### src/rtl/iod_read_train_ctrl_if.sv
// Handshake and pin bundle between the DDRPHY training FSM, one IOD lane and the
// read-training sequencer. master = sequencer side, slave = PHY/IOD side.
interface iod_read_train_ctrl_if #(
   parameter int unsigned TAP_W = 7
);
   logic             START;
   logic             BUSY;
   logic             DONE;
   logic             FAIL;
   logic [TAP_W-1:0] EYE_START;
   logic [TAP_W:0]   EYE_WIDTH;
   logic [TAP_W-1:0] CENTER_TAP;
   logic             DELAY_LINE_LOAD;
   logic             DELAY_LINE_MOVE;
   logic             DELAY_LINE_DIRECTION;
   logic             DELAY_LINE_OUT_OF_RANGE;
   logic             EYE_MONITOR_CLEAR_FLAGS;
   logic             EYE_MONITOR_EARLY;
   logic             EYE_MONITOR_LATE;

   modport master (
      input  START, DELAY_LINE_OUT_OF_RANGE, EYE_MONITOR_EARLY, EYE_MONITOR_LATE,
      output BUSY, DONE, FAIL, EYE_START, EYE_WIDTH, CENTER_TAP, DELAY_LINE_LOAD,
             DELAY_LINE_MOVE, DELAY_LINE_DIRECTION, EYE_MONITOR_CLEAR_FLAGS
   );

   modport slave (
      output START, DELAY_LINE_OUT_OF_RANGE, EYE_MONITOR_EARLY, EYE_MONITOR_LATE,
      input  BUSY, DONE, FAIL, EYE_START, EYE_WIDTH, CENTER_TAP, DELAY_LINE_LOAD,
             DELAY_LINE_MOVE, DELAY_LINE_DIRECTION, EYE_MONITOR_CLEAR_FLAGS
   );
endinterface

### src/rtl/iod_read_train_ctrl.sv
// Per-lane read-training sequencer: sweeps the IOD RX delay line, finds the longest
// passing tap window from the eye-monitor flags, then steps the line to its centre.
module iod_read_train_ctrl #(
   parameter int unsigned TAP_W      = 7,
   parameter int unsigned SETTLE_CYC = 4,
   parameter int unsigned SAMPLE_CYC = 16,
   parameter int unsigned MIN_EYE    = 8
) (
   input  logic                  FAB_CLK,
   input  logic                  SYNC_RST,
   iod_read_train_ctrl_if.master bus
);

   localparam int unsigned CntMax = (SETTLE_CYC > SAMPLE_CYC) ? SETTLE_CYC : SAMPLE_CYC;
   localparam int unsigned CntW   = $clog2(CntMax + 1);

   localparam logic [CntW-1:0]  SettleLast = CntW'(SETTLE_CYC - 1);
   localparam logic [CntW-1:0]  SampleLast = CntW'(SAMPLE_CYC - 1);
   localparam logic [CntW-1:0]  CntOne     = CntW'(1);
   localparam logic [TAP_W-1:0] TapOne     = TAP_W'(1);
   localparam logic [TAP_W-1:0] LastTap    = {TAP_W{1'b1}};
   localparam logic [TAP_W:0]   LenOne     = (TAP_W+1)'(1);
   localparam logic [TAP_W:0]   LenMax     = {1'b1, {TAP_W{1'b0}}};
   localparam logic [TAP_W:0]   MinEye     = (TAP_W+1)'(MIN_EYE);

   typedef enum logic [3:0] {
      StIdle, StLoad, StClear, StSettle, StSample, StEval, StStep,
      StCLoad, StCSettle, StCStep, StFinish
   } state_e;

   state_e           state_q, state_d;
   logic [TAP_W-1:0] tap_q, tap_d;
   logic [CntW-1:0]  cnt_q, cnt_d;
   logic             fail_q, fail_d;
   logic [TAP_W-1:0] run_start_q, run_start_d;
   logic [TAP_W:0]   run_len_q, run_len_d;
   logic [TAP_W-1:0] best_start_q, best_start_d;
   logic [TAP_W:0]   best_len_q, best_len_d;
   logic [TAP_W-1:0] center_q, center_d;
   logic [TAP_W-1:0] cur_q, cur_d;
   logic             pass_q, pass_d;
   logic [TAP_W-1:0] eye_start_q, eye_start_d;
   logic [TAP_W:0]   eye_width_q, eye_width_d;
   logic [TAP_W-1:0] center_tap_q, center_tap_d;

   logic             tap_pass, sweep_end, take;
   logic [TAP_W:0]   inc_len, cand_len, best_len_nx;
   logic [TAP_W-1:0] cand_start, best_start_nx, center_calc;

   // Candidate run is the run as it stands after this tap; it is only offered to
   // best when the run closes (failing tap or end of sweep).
   assign tap_pass      = !fail_q;
   assign sweep_end     = (tap_q == LastTap) || bus.DELAY_LINE_OUT_OF_RANGE;
   assign inc_len       = (run_len_q == LenMax) ? run_len_q : run_len_q + LenOne;
   assign cand_start    = (tap_pass && run_len_q == '0) ? tap_q : run_start_q;
   assign cand_len      = tap_pass ? inc_len : run_len_q;
   assign take          = (!tap_pass || sweep_end) && (cand_len > best_len_q);
   assign best_start_nx = take ? cand_start : best_start_q;
   assign best_len_nx   = take ? cand_len : best_len_q;
   assign center_calc   = best_start_q + TAP_W'((best_len_q - LenOne) >> 1);

   always_comb begin
      state_d      = state_q;
      tap_d        = tap_q;
      cnt_d        = cnt_q;
      fail_d       = fail_q;
      run_start_d  = run_start_q;
      run_len_d    = run_len_q;
      best_start_d = best_start_q;
      best_len_d   = best_len_q;
      center_d     = center_q;
      cur_d        = cur_q;
      pass_d       = pass_q;
      eye_start_d  = eye_start_q;
      eye_width_d  = eye_width_q;
      center_tap_d = center_tap_q;
      unique case (state_q)
         StIdle: begin
            if (bus.START) begin
               state_d      = StLoad;
               tap_d        = '0;
               run_start_d  = '0;
               run_len_d    = '0;
               best_start_d = '0;
               best_len_d   = '0;
            end
         end
         StLoad: begin
            tap_d   = '0;
            state_d = StClear;
         end
         StClear: begin
            cnt_d   = '0;
            state_d = StSettle;
         end
         StSettle: begin
            if (cnt_q == SettleLast) begin
               cnt_d   = '0;
               fail_d  = 1'b0;
               state_d = StSample;
            end else begin
               cnt_d = cnt_q + CntOne;
            end
         end
         StSample: begin
            fail_d = fail_q | bus.EYE_MONITOR_EARLY | bus.EYE_MONITOR_LATE;
            if (cnt_q == SampleLast) state_d = StEval;
            else                     cnt_d   = cnt_q + CntOne;
         end
         StEval: begin
            run_start_d  = cand_start;
            run_len_d    = tap_pass ? inc_len : '0;
            best_start_d = best_start_nx;
            best_len_d   = best_len_nx;
            if (!sweep_end) begin
               state_d = StStep;
            end else if (best_len_nx >= MinEye) begin
               state_d = StCLoad;
            end else begin
               state_d      = StFinish;
               pass_d       = 1'b0;
               eye_start_d  = best_start_nx;
               eye_width_d  = best_len_nx;
               center_tap_d = '0;
            end
         end
         StStep: begin
            tap_d   = tap_q + TapOne;
            state_d = StClear;
         end
         StCLoad: begin
            center_d = center_calc;
            cur_d    = '0;
            cnt_d    = '0;
            state_d  = StCSettle;
         end
         StCSettle: begin
            if (cnt_q == SettleLast) begin
               cnt_d = '0;
               if (cur_q == center_q) begin
                  state_d      = StFinish;
                  pass_d       = 1'b1;
                  eye_start_d  = best_start_q;
                  eye_width_d  = best_len_q;
                  center_tap_d = center_q;
               end else begin
                  state_d = StCStep;
               end
            end else begin
               cnt_d = cnt_q + CntOne;
            end
         end
         StCStep: begin
            cur_d   = cur_q + TapOne;
            state_d = StCSettle;
         end
         StFinish: state_d = StIdle;
         default:  state_d = StIdle;
      endcase
   end

   always_ff @(posedge FAB_CLK) begin
      if (SYNC_RST) begin
         state_q      <= StIdle;
         tap_q        <= '0;
         cnt_q        <= '0;
         fail_q       <= 1'b0;
         run_start_q  <= '0;
         run_len_q    <= '0;
         best_start_q <= '0;
         best_len_q   <= '0;
         center_q     <= '0;
         cur_q        <= '0;
         pass_q       <= 1'b0;
         eye_start_q  <= '0;
         eye_width_q  <= '0;
         center_tap_q <= '0;
      end else begin
         state_q      <= state_d;
         tap_q        <= tap_d;
         cnt_q        <= cnt_d;
         fail_q       <= fail_d;
         run_start_q  <= run_start_d;
         run_len_q    <= run_len_d;
         best_start_q <= best_start_d;
         best_len_q   <= best_len_d;
         center_q     <= center_d;
         cur_q        <= cur_d;
         pass_q       <= pass_d;
         eye_start_q  <= eye_start_d;
         eye_width_q  <= eye_width_d;
         center_tap_q <= center_tap_d;
      end
   end

   // Strobes decode straight from the state, so only one can be high per cycle.
   assign bus.BUSY                    = (state_q != StIdle);
   assign bus.DONE                    = (state_q == StFinish) && pass_q;
   assign bus.FAIL                    = (state_q == StFinish) && !pass_q;
   assign bus.DELAY_LINE_LOAD         = (state_q == StLoad) || (state_q == StCLoad);
   assign bus.DELAY_LINE_MOVE         = (state_q == StStep) || (state_q == StCStep);
   assign bus.DELAY_LINE_DIRECTION    = 1'b1;
   assign bus.EYE_MONITOR_CLEAR_FLAGS = (state_q == StClear);
   assign bus.EYE_START               = eye_start_q;
   assign bus.EYE_WIDTH               = eye_width_q;
   assign bus.CENTER_TAP              = center_tap_q;

endmodule

### src/flat_wrapper.sv
// flat-port wrapper written by rule: the top's interface ports become plain ports
module iod_read_train_ctrl_flat 
#(
   parameter int unsigned TAP_W      = 7,
   parameter int unsigned SETTLE_CYC = 4,
   parameter int unsigned SAMPLE_CYC = 16,
   parameter int unsigned MIN_EYE    = 8
)
  (FAB_CLK, SYNC_RST, bus_START, bus_DELAY_LINE_OUT_OF_RANGE, bus_EYE_MONITOR_EARLY, bus_EYE_MONITOR_LATE, bus_BUSY, bus_DONE, bus_FAIL, bus_EYE_START, bus_EYE_WIDTH, bus_CENTER_TAP, bus_DELAY_LINE_LOAD, bus_DELAY_LINE_MOVE, bus_DELAY_LINE_DIRECTION, bus_EYE_MONITOR_CLEAR_FLAGS);
  iod_read_train_ctrl_if #(.TAP_W(TAP_W)) bus_i ();
  input  logic FAB_CLK;
  input  logic SYNC_RST;
  input wire logic [$bits(bus_i.START)-1:0] bus_START;
  input wire logic [$bits(bus_i.DELAY_LINE_OUT_OF_RANGE)-1:0] bus_DELAY_LINE_OUT_OF_RANGE;
  input wire logic [$bits(bus_i.EYE_MONITOR_EARLY)-1:0] bus_EYE_MONITOR_EARLY;
  input wire logic [$bits(bus_i.EYE_MONITOR_LATE)-1:0] bus_EYE_MONITOR_LATE;
  output wire logic [$bits(bus_i.BUSY)-1:0] bus_BUSY;
  output wire logic [$bits(bus_i.DONE)-1:0] bus_DONE;
  output wire logic [$bits(bus_i.FAIL)-1:0] bus_FAIL;
  output wire logic [$bits(bus_i.EYE_START)-1:0] bus_EYE_START;
  output wire logic [$bits(bus_i.EYE_WIDTH)-1:0] bus_EYE_WIDTH;
  output wire logic [$bits(bus_i.CENTER_TAP)-1:0] bus_CENTER_TAP;
  output wire logic [$bits(bus_i.DELAY_LINE_LOAD)-1:0] bus_DELAY_LINE_LOAD;
  output wire logic [$bits(bus_i.DELAY_LINE_MOVE)-1:0] bus_DELAY_LINE_MOVE;
  output wire logic [$bits(bus_i.DELAY_LINE_DIRECTION)-1:0] bus_DELAY_LINE_DIRECTION;
  output wire logic [$bits(bus_i.EYE_MONITOR_CLEAR_FLAGS)-1:0] bus_EYE_MONITOR_CLEAR_FLAGS;
  assign bus_i.START = bus_START;
  assign bus_i.DELAY_LINE_OUT_OF_RANGE = bus_DELAY_LINE_OUT_OF_RANGE;
  assign bus_i.EYE_MONITOR_EARLY = bus_EYE_MONITOR_EARLY;
  assign bus_i.EYE_MONITOR_LATE = bus_EYE_MONITOR_LATE;
  assign bus_BUSY = bus_i.BUSY;
  assign bus_DONE = bus_i.DONE;
  assign bus_FAIL = bus_i.FAIL;
  assign bus_EYE_START = bus_i.EYE_START;
  assign bus_EYE_WIDTH = bus_i.EYE_WIDTH;
  assign bus_CENTER_TAP = bus_i.CENTER_TAP;
  assign bus_DELAY_LINE_LOAD = bus_i.DELAY_LINE_LOAD;
  assign bus_DELAY_LINE_MOVE = bus_i.DELAY_LINE_MOVE;
  assign bus_DELAY_LINE_DIRECTION = bus_i.DELAY_LINE_DIRECTION;
  assign bus_EYE_MONITOR_CLEAR_FLAGS = bus_i.EYE_MONITOR_CLEAR_FLAGS;
  iod_read_train_ctrl #(.TAP_W(TAP_W), .SETTLE_CYC(SETTLE_CYC), .SAMPLE_CYC(SAMPLE_CYC), .MIN_EYE(MIN_EYE)) u_core (.FAB_CLK(FAB_CLK), .SYNC_RST(SYNC_RST), .bus(bus_i));
endmodule
### config.mk
export PLATFORM = sky130hd
export DESIGN_NAME = iod_read_train_ctrl_flat
export DESIGN_NICKNAME = d
export VERILOG_FILES = /design/src/rtl/iod_read_train_ctrl_if.sv /design/src/rtl/iod_read_train_ctrl.sv /design/src/flat_wrapper.sv
export SDC_FILE = /design/constraint.sdc
export NUM_CORES = 1
export LEC_CHECK = 0
export BUFFER_PORTS_ARGS = -buffer_cell sky130_fd_sc_hd__buf_2
export CAP_MARGIN = 25
export CORE_MARGIN = 2
export CORE_UTILIZATION = 40
export CTS_CLUSTER_SIZE = 10
export DETAILED_ROUTE_END_ITERATION = 12
export PLACE_DENSITY = 0.66
export SLEW_MARGIN = 40
export SYNTH_ARGS = -nofsm -noshare
export SYNTH_HDL_FRONTEND = slang
export SYNTH_SLANG_ARGS = --single-unit
### constraint.sdc
create_clock -name FAB_CLK -period 4.73 [get_ports FAB_CLK]
set_clock_uncertainty 0.1 [all_clocks]
set_input_delay 0.2365 -clock FAB_CLK [delete_from_list [all_inputs] [get_ports FAB_CLK]]
set_output_delay 0.2365 -clock FAB_CLK [all_outputs]
set_load 0.01 [all_outputs]
==> results_dict.tcl <==
set metrics [dict create \
    outcome "complete, no violations" \
    fp.dieH_um 114 \
    yosysMostFrequentCell "dfxtp_1" \
    regToRegEndpoint "u_core.bus.EYE_WIDTH[3]" \
    whs_ns 0.273 \
    p_seq_share_pct 47.7 \
    cts_inserted_buffers 9 \
    worstMarginPinSlew_ns 0.787 \
    worstPathMaxFanout 10 \
    crit-reg2reg-launch "u_core.run_len_q[4]" \
    clock_latency_ns 0.35 \
    slew_headroom_pct 47.1 \
    power_frac_comb_pct 7.7 \
    worstHoldStart "bus_EYE_MONITOR_LATE" \
    synth_fp_nets 602 \
    async_flop_share_pct 0 \
    num_rows 40 \
    cts_buffer_depth 2 \
    synth_cell_types 57 \
    postCtsSetupBuffers 0 \
    synth_top_family_by_area "compound AO/OA/AOI/OAI gates" \
    wl_per_cell_um 16.5 \
    clk_pin_slew_ns 0.07 \
    final_cells 738 \
    wl_um 12200 \
    gr-total-overflow 0 \
    maxSlewViolCount 0 \
    port_buffers 33 \
    rsz0062_at_grt "false" \
    synth_largest_type_area_fraction_pct 34.9 \
    syn_avg_cell_area_um2 8.38 \
    io_pins 35 \
    synthMuxAreaShare_pct 5.17 \
    crit_type "reg2reg" \
    endpoint_kind "flip-flop" \
    peakVddDrop_mv 0.142 \
    min_path_type "in2reg" \
    start_util_pct 40.6 \
    ys_seq_area_share_pct 34.9 \
    clock-sinks 84 \
    drt_iter0_drc 330 \
    drt-vias-per-instance 5.79 \
    grt_pass1_wl_um 20500 \
    timing.final.crit_share_pct 85.7 \
    drc 0 \
    die_width_um 114 \
    switching_share_pct 27.0 \
    r2r_cells 14 \
    design.die.area_mm2 0.0129 \
    ys_ff_latch 84 \
    internal_power_mw 1.12 \
    ant_nets 0 \
    grt_pass1_vias 4122 \
    cts.repair.resized 0 \
    reg2reg_slack_ns 0.67 \
    ys_top_cells_by_count "dfxtp_1 (84), nor2_1 (74), a21oi_1 (41)" \
    cts_tree "done" \
    setup_viol 0 \
    synth_compound_area_share_pct 21.8 \
    netlist_area_mm2 0.00481 \
    synth_cells 574 \
    synth_top_cell_by_area "dfxtp_1" \
    cts_hold_buf 0 \
    clockRootBuffer "clkbuf_16" \
    p_sw_mw 0.414 \
    cap_violations 0 \
    leakagePower_nw 2.26 \
    hpwl_um 8840 \
    dp_cells 722 \
    fill_cells 1165 \
    antenna_found_initial 0 \
    synth_xor_area_share_pct 6.01 \
    power_density_mw_per_mm2 288 \
    dr.pass1.iters 5 \
    synth-edff-count 0 \
    worstPathArrival_ns 4.19 \
    synthSimpleGateAreaFrac_pct 20.8 \
    period_needed_ns 4.06 \
    fin_nets 614 \
    synth_ff_type "dfxtp_1" \
    power_frac_clock_pct 44.5 \
    core_mm2 0.0119 \
    num_vias 4274 \
    tns_ns 0 \
    required_ns 4.87 \
    yosys_warnings 0 \
    grt_max_degree 72 \
    synth.area.top_cells "dfxtp_1 (35%), nor2_1 (5.8%), ha_1 (5.5%), a21oi_1 (4.3%), a22oi_1 (3.7%)" \
    hold_viol_final 0 \
    gp_congestion 0.912 \
    cp-start-kind "flip-flop" \
    syn_to_final_growth_pct 10.6 \
    grt_usage_pct 19.8 \
    drive_above_1_share_pct 11.7 \
    holdPathStages 5 \
    htreeDepth 3 \
    fmax_mhz 247 \
    hold_end "u_core.fail_q" \
    synth-adder-area-share_pct 5.88 \
    diodes 0 \
]
per-stage QoR:
stage | cell area [um2] | worst slack [ns] | utilization (%) | total power, mW
finish | 5320 | 0.675 | 44.9 | 1.53
global route | 5320 | 0.414 | 44.9 | 1.60
CTS | 5320 | 0.691 | 44.9 | 1.54
detailed placement | 5040 | 0.710 | 42.5 | 0.865
global placement | 5030 | 0.796 | 42.4 | 0.860
floorplan | 4810 | 1.42 | - | 0.833
worst max-delay path, stage by stage, from the launching register on:
cell and delay [ns]:
dfxtp_1 0.41, nor3_1 0.40, and4_1 0.29, nor2_1 0.06, xnor2_1 0.32, inv_1 0.09, ha_1 0.20, nor2b_1 0.11
o21bai_1 0.07, a211o_1 0.40, a221oi_4 0.58, buf_4 0.30, mux2i_1 0.28, a211oi_1 0.08, a41o_1 0.23
layout make-up:
class	count	area (um2)	area share (%)
Inverter	18	67.6	1.27
Timing Repair Buffer	39	210	3.95
Tap cell	147	184	3.45
Multi-Input combinational cell	434	2900	54.4
Clock buffer	9	225	4.23
Clock inverter	7	60.1	1.13
Sequential cell	84	1680	31.6
registers in the layout (all words and copies together), names as in the netlist, 4 cells and up:
| signal | count |
|---|---|
| u_core.bus.EYE_WIDTH | 8 |
| u_core.bus.EYE_START | 7 |
| u_core.cnt_q | 5 |
| u_core.best_start_q | 7 |
| u_core.bus.CENTER_TAP | 7 |
| u_core.cur_q | 7 |
| u_core.center_q | 7 |
| u_core.run_len_q | 8 |
| u_core.state_q | 4 |
| u_core.tap_q | 7 |
| u_core.run_start_q | 7 |
| u_core.best_len_q | 8 |
layout by cell type (no fill, tap or decap), types with 17 or more instances in the layout:
master     n
dfxtp_1   84
nor2_1    74
a21oi_1   41
nand2_1   35
buf_2     33
nand3_1   29
a22oi_1   24
ha_1      21
a211oi_1  20
xnor2_1   19
inv_1     17
o21ai_0   17
mux2i_1   17
worst max-delay path by stage:
stage / start / end / depth (start not counted) / slack [ns]
after floorplan: u_core.run_len_q[4] / u_core.bus.EYE_START[5] / 15 / 1.42
after global placement: u_core.run_len_q[4] / u_core.bus.EYE_START[3] / 14 / 0.80
after detailed placement: u_core.run_len_q[4] / u_core.bus.EYE_WIDTH[3] / 14 / 0.71
after CTS: u_core.run_len_q[4] / u_core.bus.EYE_WIDTH[3] / 14 / 0.69
after global routing: u_core.run_len_q[1] / u_core.bus.CENTER_TAP[2] / 13 / 0.41
final: u_core.run_len_q[4] / u_core.bus.EYE_WIDTH[3] / 14 / 0.67
power by group through the flow:
stage / Sequential [mW] / Combinational (mW) / Clock (mW)
floorplan: 0.734 / 0.0989 / 0
global route: 0.734 / 0.131 / 0.734
CTS: 0.732 / 0.118 / 0.694
detailed placement: 0.748 / 0.117 / 0
global placement: 0.746 / 0.114 / 0
finish: 0.732 / 0.119 / 0.683
routing by layer:
layer / track usage [%] / part of all wire, % / up-vias
met2: 31.1 / 47 / 99
li1: - / - / 2105
met3: 3.51 / 4.6 / 17
met1: 27.2 / 47 / 2053
met5: 0 / 0 / -
met4: 7.24 / 1.5 / 0
cells by family after synthesis:
logic type / after synthesis
simple gates: 207
compound gates: 147
flops: 84
buf+inv: 56
xor+xnor: 33
mux: 24
fa+ha+maj: 22
other cells: 1
(Power assumes the default switching activity.)
